**src/rtl/reaction_round_ctrl_pkg.sv**
```systemverilog
// Shared encodings for the reaction game round controller: FSM states, winner codes, LFSR constants.
package reaction_round_ctrl_pkg;

  typedef enum logic [2:0] {
    IDLE   = 3'd0,
    WAIT   = 3'd1,
    GO     = 3'd2,
    RESULT = 3'd3,
    DONE   = 3'd4
  } state_e;

  typedef enum logic [1:0] {
    W_NONE = 2'd0,
    W_A    = 2'd1,
    W_B    = 2'd2,
    W_TIE  = 2'd3
  } winner_e;

  localparam logic [7:0] LFSR_SEED = 8'hA5;
  // Taps 8,6,5,4 of a left-shifting Fibonacci register map onto bits 7,5,4,3.
  localparam logic [7:0] LFSR_TAPS = 8'hB8;

  function automatic logic [7:0] lfsr_step(input logic [7:0] v);
    return {v[6:0], ^(v & LFSR_TAPS)};
  endfunction

  function automatic logic [3:0] sat_inc(input logic [3:0] v);
    return (v == 4'hF) ? v : v + 4'd1;
  endfunction

endpackage

```
**src/rtl/reaction_round_ctrl_btn_debounce.sv**
```systemverilog
// Button filter: output follows the raw input only after DEB_CYCLES consecutive stable samples.
// One input register plus the stability count gives DEB_CYCLES+1 cycles of latency.
module btn_debounce #(
  parameter int DEB_CYCLES = 4
) (
  input  logic clk_i,
  input  logic rst_i,
  input  logic btn_i,
  output logic btn_o
);

  localparam int CNT_W = $clog2(DEB_CYCLES + 1);

  logic             raw_q;
  logic             btn_q, btn_d;
  logic [CNT_W-1:0] cnt_q, cnt_d;

  // Count only while the sampled input disagrees with the filtered value; any agreement restarts it.
  always_comb begin
    cnt_d = '0;
    btn_d = btn_q;
    if (raw_q != btn_q) begin
      if (cnt_q == CNT_W'(DEB_CYCLES - 1)) begin
        btn_d = raw_q;
      end else begin
        cnt_d = cnt_q + CNT_W'(1);
      end
    end
  end

  always_ff @(posedge clk_i) begin
    if (rst_i) begin
      raw_q <= 1'b0;
      btn_q <= 1'b0;
      cnt_q <= '0;
    end else begin
      raw_q <= btn_i;
      btn_q <= btn_d;
      cnt_q <= cnt_d;
    end
  end

  assign btn_o = btn_q;

endmodule

```
**src/rtl/reaction_round_ctrl.sv**
```systemverilog
// Round sequencer and first-press arbiter for the two-player LED reaction game.
// Optional button debounce filter enabled by defining DEBOUNCE_EN.
module reaction_round_ctrl
  import reaction_round_ctrl_pkg::*;
#(
  parameter int NUM_ROUNDS  = 5,
  parameter int MIN_DELAY   = 16,
  parameter int GO_TIMEOUT  = 64,
  parameter int HOLD_CYCLES = 8,
  parameter int DEB_CYCLES  = 4
) (
  input  logic       clock,
  input  logic       Reset,
  input  logic       Start,
  input  logic       BotonA,
  input  logic       BotonB,
  output logic       LedRED,
  output logic       LedVerde,
  output logic       LedFin,
  output logic [1:0] winner,
  output logic [3:0] score_a,
  output logic [3:0] score_b,
  output logic [3:0] round_cnt
);

  localparam int DLY_W  = $clog2(MIN_DELAY + 16) + 1;
  localparam int TMO_W  = $clog2(GO_TIMEOUT + 1) + 1;
  localparam int HOLD_W = $clog2(HOLD_CYCLES + 1) + 1;

  state_e            state_q, state_d;
  logic [7:0]        lfsr_q;
  logic [DLY_W-1:0]  dly_q, dly_d;
  logic [TMO_W-1:0]  tmo_q, tmo_d;
  logic [HOLD_W-1:0] hold_q, hold_d;
  winner_e           winner_q, winner_d;
  logic [3:0]        score_a_q, score_a_d;
  logic [3:0]        score_b_q, score_b_d;
  logic [3:0]        round_q, round_d;
  logic [3:0]        round_inc;
  logic              btn_a, btn_b;
  logic              btn_a_q, btn_b_q, start_q;
  logic              press_a, press_b, start_rise;
  logic [DLY_W-1:0]  fresh_dly;

`ifdef DEBOUNCE_EN
  btn_debounce #(.DEB_CYCLES(DEB_CYCLES)) u_deb_a (
    .clk_i (clock),
    .rst_i (Reset),
    .btn_i (BotonA),
    .btn_o (btn_a)
  );
  btn_debounce #(.DEB_CYCLES(DEB_CYCLES)) u_deb_b (
    .clk_i (clock),
    .rst_i (Reset),
    .btn_i (BotonB),
    .btn_o (btn_b)
  );
`else
  assign btn_a = BotonA;
  assign btn_b = BotonB;
`endif

  assign press_a    = btn_a & ~btn_a_q;
  assign press_b    = btn_b & ~btn_b_q;
  assign start_rise = Start & ~start_q;
  assign fresh_dly  = DLY_W'(MIN_DELAY) + DLY_W'(lfsr_q[3:0]);
  assign round_inc  = round_q + 4'd1;

  always_comb begin
    state_d   = state_q;
    dly_d     = dly_q;
    tmo_d     = tmo_q;
    hold_d    = hold_q;
    winner_d  = winner_q;
    score_a_d = score_a_q;
    score_b_d = score_b_q;
    round_d   = round_q;
    LedRED    = 1'b0;
    LedVerde  = 1'b0;
    LedFin    = 1'b0;

    unique case (state_q)
      IDLE: begin
        if (Start) begin
          state_d = WAIT;
          dly_d   = fresh_dly;
        end
      end

      // A press before green is a foul: the opponent takes the point.
      WAIT: begin
        LedRED = 1'b1;
        dly_d  = dly_q - DLY_W'(1);
        if (press_a || press_b) begin
          state_d = RESULT;
          hold_d  = HOLD_W'(HOLD_CYCLES);
          if (press_a && press_b) begin
            winner_d = W_TIE;
          end else if (press_a) begin
            winner_d  = W_B;
            score_b_d = sat_inc(score_b_q);
          end else begin
            winner_d  = W_A;
            score_a_d = sat_inc(score_a_q);
          end
        end else if (dly_q <= DLY_W'(1)) begin
          state_d = GO;
          tmo_d   = TMO_W'(GO_TIMEOUT);
        end
      end

      // Presses are checked before the timeout so a last-cycle press still counts.
      GO: begin
        LedVerde = 1'b1;
        tmo_d    = tmo_q - TMO_W'(1);
        if (press_a || press_b) begin
          state_d = RESULT;
          hold_d  = HOLD_W'(HOLD_CYCLES);
          if (press_a && press_b) begin
            winner_d = W_TIE;
          end else if (press_a) begin
            winner_d  = W_A;
            score_a_d = sat_inc(score_a_q);
          end else begin
            winner_d  = W_B;
            score_b_d = sat_inc(score_b_q);
          end
        end else if (tmo_q <= TMO_W'(1)) begin
          state_d  = RESULT;
          hold_d   = HOLD_W'(HOLD_CYCLES);
          winner_d = W_NONE;
        end
      end

      RESULT: begin
        hold_d = hold_q - HOLD_W'(1);
        if (hold_q <= HOLD_W'(1)) begin
          round_d = round_inc;
          if (round_inc == 4'(NUM_ROUNDS)) begin
            state_d = DONE;
          end else begin
            state_d = WAIT;
            dly_d   = fresh_dly;
          end
        end
      end

      // Only a fresh Start edge restarts; a level held across DONE entry is ignored.
      DONE: begin
        LedFin = 1'b1;
        if (start_rise) begin
          state_d   = WAIT;
          dly_d     = fresh_dly;
          winner_d  = W_NONE;
          score_a_d = 4'd0;
          score_b_d = 4'd0;
          round_d   = 4'd0;
        end
      end

      default: begin
        state_d = IDLE;
      end
    endcase
  end

  always_ff @(posedge clock) begin
    if (Reset) begin
      state_q   <= IDLE;
      lfsr_q    <= LFSR_SEED;
      dly_q     <= '0;
      tmo_q     <= '0;
      hold_q    <= '0;
      winner_q  <= W_NONE;
      score_a_q <= 4'd0;
      score_b_q <= 4'd0;
      round_q   <= 4'd0;
      btn_a_q   <= 1'b0;
      btn_b_q   <= 1'b0;
      start_q   <= 1'b0;
    end else begin
      state_q   <= state_d;
      lfsr_q    <= lfsr_step(lfsr_q);
      dly_q     <= dly_d;
      tmo_q     <= tmo_d;
      hold_q    <= hold_d;
      winner_q  <= winner_d;
      score_a_q <= score_a_d;
      score_b_q <= score_b_d;
      round_q   <= round_d;
      btn_a_q   <= btn_a;
      btn_b_q   <= btn_b;
      start_q   <= Start;
    end
  end

  assign winner    = winner_q;
  assign score_a   = score_a_q;
  assign score_b   = score_b_q;
  assign round_cnt = round_q;

endmodule
```
**config.mk**
```make
export PLATFORM = sky130hd
export DESIGN_NAME = reaction_round_ctrl
export DESIGN_NICKNAME = d
export VERILOG_FILES = /design/src/rtl/reaction_round_ctrl_pkg.sv /design/src/rtl/reaction_round_ctrl_btn_debounce.sv /design/src/rtl/reaction_round_ctrl.sv
export SDC_FILE = /design/constraint.sdc
export NUM_CORES = 1
export LEC_CHECK = 0
export CORE_ASPECT_RATIO = 0.5
export CORE_MARGIN = 2
export CORE_UTILIZATION = 40
export DETAILED_ROUTE_END_ITERATION = 12
export HOLD_SLACK_MARGIN = 0.02
export SETUP_SLACK_MARGIN = 0.5
export SYNTH_ARGS = -nofsm -noshare
export SYNTH_HDL_FRONTEND = slang
export SYNTH_SLANG_ARGS = --single-unit
```
**constraint.sdc**
```tcl
create_clock -name clock -period 4.35 [get_ports clock]
set_input_delay 0.87 -clock clock [delete_from_list [all_inputs] [get_ports clock]]
set_output_delay 0.87 -clock clock [all_outputs]
set_load 0.01 [all_outputs]
```
==> results.txt <==
----------------------------------------------------
[Outcome]
  Status ... complete, no violations

[Synth]
  Biggest area contributors in the synthesized netlist ... sky130_fd_sc_hd__dfxtp_1 38%, sky130_fd_sc_hd__a21oi_1 6.9%, sky130_fd_sc_hd__nor2_1 5.6%
  Most used DFF post-synth ... sky130_fd_sc_hd__dfxtp_1
  Area share of and/or/nand/nor cells after synthesis ... 0.273
  Post-synthesis share of cell area spent on xor and xnor gates ... 0.0177
  Multiplexer share of the synthesized area ... 0.00811
  Share of the synthesized area in the top cell type ... 0.381
  Combinational family with the most area after synthesis ... simple AND/OR/NAND/NOR gates
  Number of enable flip-flop cells after synthesis ... 0
  Share of the synthesized area in compound gates (AO/OA/AOI/OAI) ... 0.227
  Number of instances in the synthesized netlist ... between 300 and 400
  Synthesis-stage register bit count ... 47
  Area leader, netlist ... sky130_fd_sc_hd__dfxtp_1
  Fraction of the mapped netlist area in adder cells ... 0.0507
  Share of synthesized registers carrying an async set or reset ... 0
  Synth Net Count ... 318
  Number of warnings printed during yosys synthesis ... 0
  Mean instance size in the synthesized netlist ... about 8 um^2
  Post-synthesis instance area ... 0.00247 mm^2
  Seq/Total Area, Yosys ... 0.381
  Number of unique standard cell types used by synthesis ... 55

[Global route]
  Global routing met1 resource utilization ... 0.252
  Via count of the first global-routing pass ... roughly 2,000
  Most crowded layer after global routing ... met2
  GR Util met3 ... 0.0429
  Residual overflow from global routing ... 0
  Antenna violations before repair ... 0
  GRT Total Usage ... 0.174
  First-pass GRT wire length ... approximately 9300 um
  GR Layer Usage met2 ... 0.257
  Largest net degree at the start of global routing ... 36

[Clocking]
  Hold-fix buffer count after cts ... 0
  CTS root buf ... sky130_fd_sc_hd__clkbuf_16
  Clk Latency, worst-skew pair ... 280 ps
  CTS clk-pin slew, worst paths ... 60 ps
  Number of buffers inserted during clock tree synthesis ... 5
  Number of clock sinks ... 47
  Number of post-CTS setup repair buffers ... 0
  H-tree levels ... 2
  Number of buffers on the longest clock path ... 2
  Clock tree from TritonCTS ... built
  Post-CTS resize count ... 0

[STA]
  Worst Hold Margin ... 416 ps
  Post-route fraction of the period consumed by the critical path ... 0.755
  Setup-failing EPs final ... 0
  Minimum clock period after layout ... between 3000 and 4000 ps
  Layout Skew ... roughly 5 ps
  Measured slew at the worst slew-check pin ... 684 ps
  Slew headroom ... 0.542
  Setup TNS after final layout ... 0 ps
  Final hold violation count ... 0
  Maximum clock rate ... a little over 300 MHz
  RSZ-0062 raised after global routing ... no
  Pins Over Slew Limit ... 0

[Setup path]
  Critical path peak fanout ... 14
  Required @ worst endpoint ... ~3500 ps
  Critical path class ... flip-flop to output port
  Critical path data arrival time ... around 2400 ps
  Cells along the critical path ... inv_1 -> or3_1 -> clkinv_1 -> clkdlybuf4s50_1
  CP startpoint kind ... flip-flop
  Critical path capture point type ... output port
  Cell at the slowest stage of the critical path ... sky130_fd_sc_hd__clkdlybuf4s50_1
  Largest stage delay on the critical path ... around 580 ps

[Cells and area]
  Leading cell type in the layout, fill and taps excluded ... sky130_fd_sc_hd__dfxtp_1
  Diode insertion count for antenna repair ... 0
  Commonest cells after routing, fill and taps aside ... 47 x sky130_fd_sc_hd__dfxtp_1, 37 x sky130_fd_sc_hd__nor2_1, 34 x sky130_fd_sc_hd__a21oi_1
  Final Non-Filler Cells ... 400
  Fin nets ... between 300 and 400
  Area Growth Syn to Fin ... 17.4%
  Share of cells above drive strength 1 ... 0.0681
  Post-route core utilization ... 0.483
  Fill cell total of the finished layout ... ~590

[Min path]
  Min-delay worst type ... flip-flop to flip-flop

[Run]
  Max-cap violations ... 0

[Routing]
  Via count of the routed design ... roughly 2,200
  DRC ... 0
  First-pass iteration count of the detailed router ... 4
  1st-iter DRT viols ... roughly 160
  Post-DR vias/cell ... 5.62
  Final routed wire length divided by cell count ... 13.9 um
  Post-detailed-routing wire length ... 5560 um
  Antenna-violating nets left ... 0

[Floorplan]
  Die Footprint ... slightly below 0.007 mm^2
  Core Area ... roughly 0.006 mm^2
  Y dimension of the die ... 59.6 um
  Chip Width ... 115 um
  Placement Rows ... 20
  Starting utilization of the core area ... 0.411
  I/O pin count ... 22

[Power]
  Max rail drop VDD ... 0.211 mV
  Power density normalized to cell area ... between 600 and 700 mW/mm^2
  Static power due to leakage ... roughly 1.1 nW

[Place]
  Dpl hpwl ... ~4000 um
  Count of input and output buffers ... 21
  Final estimated routing congestion in global placement ... roughly 0.85
  Number of placed instances with taps included ... around 390

----------------------------------------------------
[cell usage after synthesis (2+ instances only)]
cell                       instances
sky130_fd_sc_hd__o311ai_0          2
sky130_fd_sc_hd__o41ai_1           2
sky130_fd_sc_hd__a21o_1            3
sky130_fd_sc_hd__clkbuf_1          9
sky130_fd_sc_hd__or4b_1            2
sky130_fd_sc_hd__nor2b_1          11
sky130_fd_sc_hd__a311oi_1          2
sky130_fd_sc_hd__nor3_1           11
sky130_fd_sc_hd__inv_1            15
sky130_fd_sc_hd__and3_1            3
sky130_fd_sc_hd__or2_2             4
sky130_fd_sc_hd__dfxtp_1          47
sky130_fd_sc_hd__o211ai_1          4
sky130_fd_sc_hd__nand3_1          12
sky130_fd_sc_hd__a31oi_1           4
sky130_fd_sc_hd__nand3b_1          3
sky130_fd_sc_hd__or3b_2            2
sky130_fd_sc_hd__o31ai_1           5
sky130_fd_sc_hd__o21ai_0           9
sky130_fd_sc_hd__a21oi_1          34
sky130_fd_sc_hd__mux2i_1           2
sky130_fd_sc_hd__ha_1             10
sky130_fd_sc_hd__or4_4             2
sky130_fd_sc_hd__xor2_1            3
sky130_fd_sc_hd__xnor2_1           2
sky130_fd_sc_hd__nor3b_1           2
sky130_fd_sc_hd__or4_1             3
sky130_fd_sc_hd__nand2_1          15
sky130_fd_sc_hd__or3_1             4
sky130_fd_sc_hd__nor2_1           37
sky130_fd_sc_hd__a211oi_1          7
sky130_fd_sc_hd__o22ai_1           3
sky130_fd_sc_hd__nand2b_1          4
sky130_fd_sc_hd__o21bai_1          2
sky130_fd_sc_hd__nand4b_1          2
sky130_fd_sc_hd__o21a_1            2
[stage by stage]
| step | setup slack (ps) | power (W) | area [um^2] |
|---|---|---|---|
| final | 1070 | 0.00180 | 2900 |
| after global routing | 956 | 0.00194 | 2900 |
| after CTS | 1100 | 0.00181 | 2900 |
| after detailed placement | 1400 | 0.00140 | 2740 |
| after global placement | 1440 | 0.00138 | 2740 |
| after floorplan | 2080 | 0.00121 | 2470 |
[flip-flops by register name, summed over array words and instances, names as in the netlist]
| name | count |
|---|---|
| score_b | 4 |
| lfsr_q | 8 |
| tmo_q | 8 |
| winner | 2 |
| round_cnt | 4 |
| score_a | 4 |
| start_q | 1 |
| state_q | 3 |
| hold_q | 5 |
| btn_b_q | 1 |
| dly_q | 6 |
| btn_a_q | 1 |
[cell type report]
type | instances | area, um^2 | share of cell area
timing repair buffer | 22 | 218 | 0.0751
sequential | 47 | 941 | 0.325
tap | 77 | 96.3 | 0.0332
inverter | 17 | 63.8 | 0.0220
clock buffer | 8 | 156 | 0.0539
multi-input combinational | 229 | 1420 | 0.491
[routing by layer]
metal | routed length [um] | vias to the layer above
met3 | 274 | 2
met5 | 0 | -
met1 | 3040 | 1044
met2 | 2230 | 56
met4 | 21 | 0
li1 | - | 1144
[worst max-delay path, delay by kind of cell (launching register included)]
family | cells | cell delay, ps
buf+inv | 3 | 1020
flops | 1 | 550
simple gates | 1 | 550
[final timing paths]
kind	start	slack [ps]	to	cells past startpoint
max reg2reg	state_q[0]	1660	score_b[3]	7
min	lfsr_q[6]	420	lfsr_q[7]	1
min reg2reg	lfsr_q[6]	420	lfsr_q[7]	1
max	state_q[0]	1070	LedRED	4
[logic make-up after synthesis]
group | count (synthesis)
simple gates | 125
mux | 2
xor+xnor | 5
buf+inv | 27
compound gates | 87
flops | 47
fa+ha+maj | 10
[where the power goes]
part	switching [W]	leakage, nW	internal, W
Combinational	0.000414	0.622	0.000334
Clock	0.000153	0.0772	0.000245
Sequential	0.000118	0.386	0.000535
(Power assumes the default switching activity.)
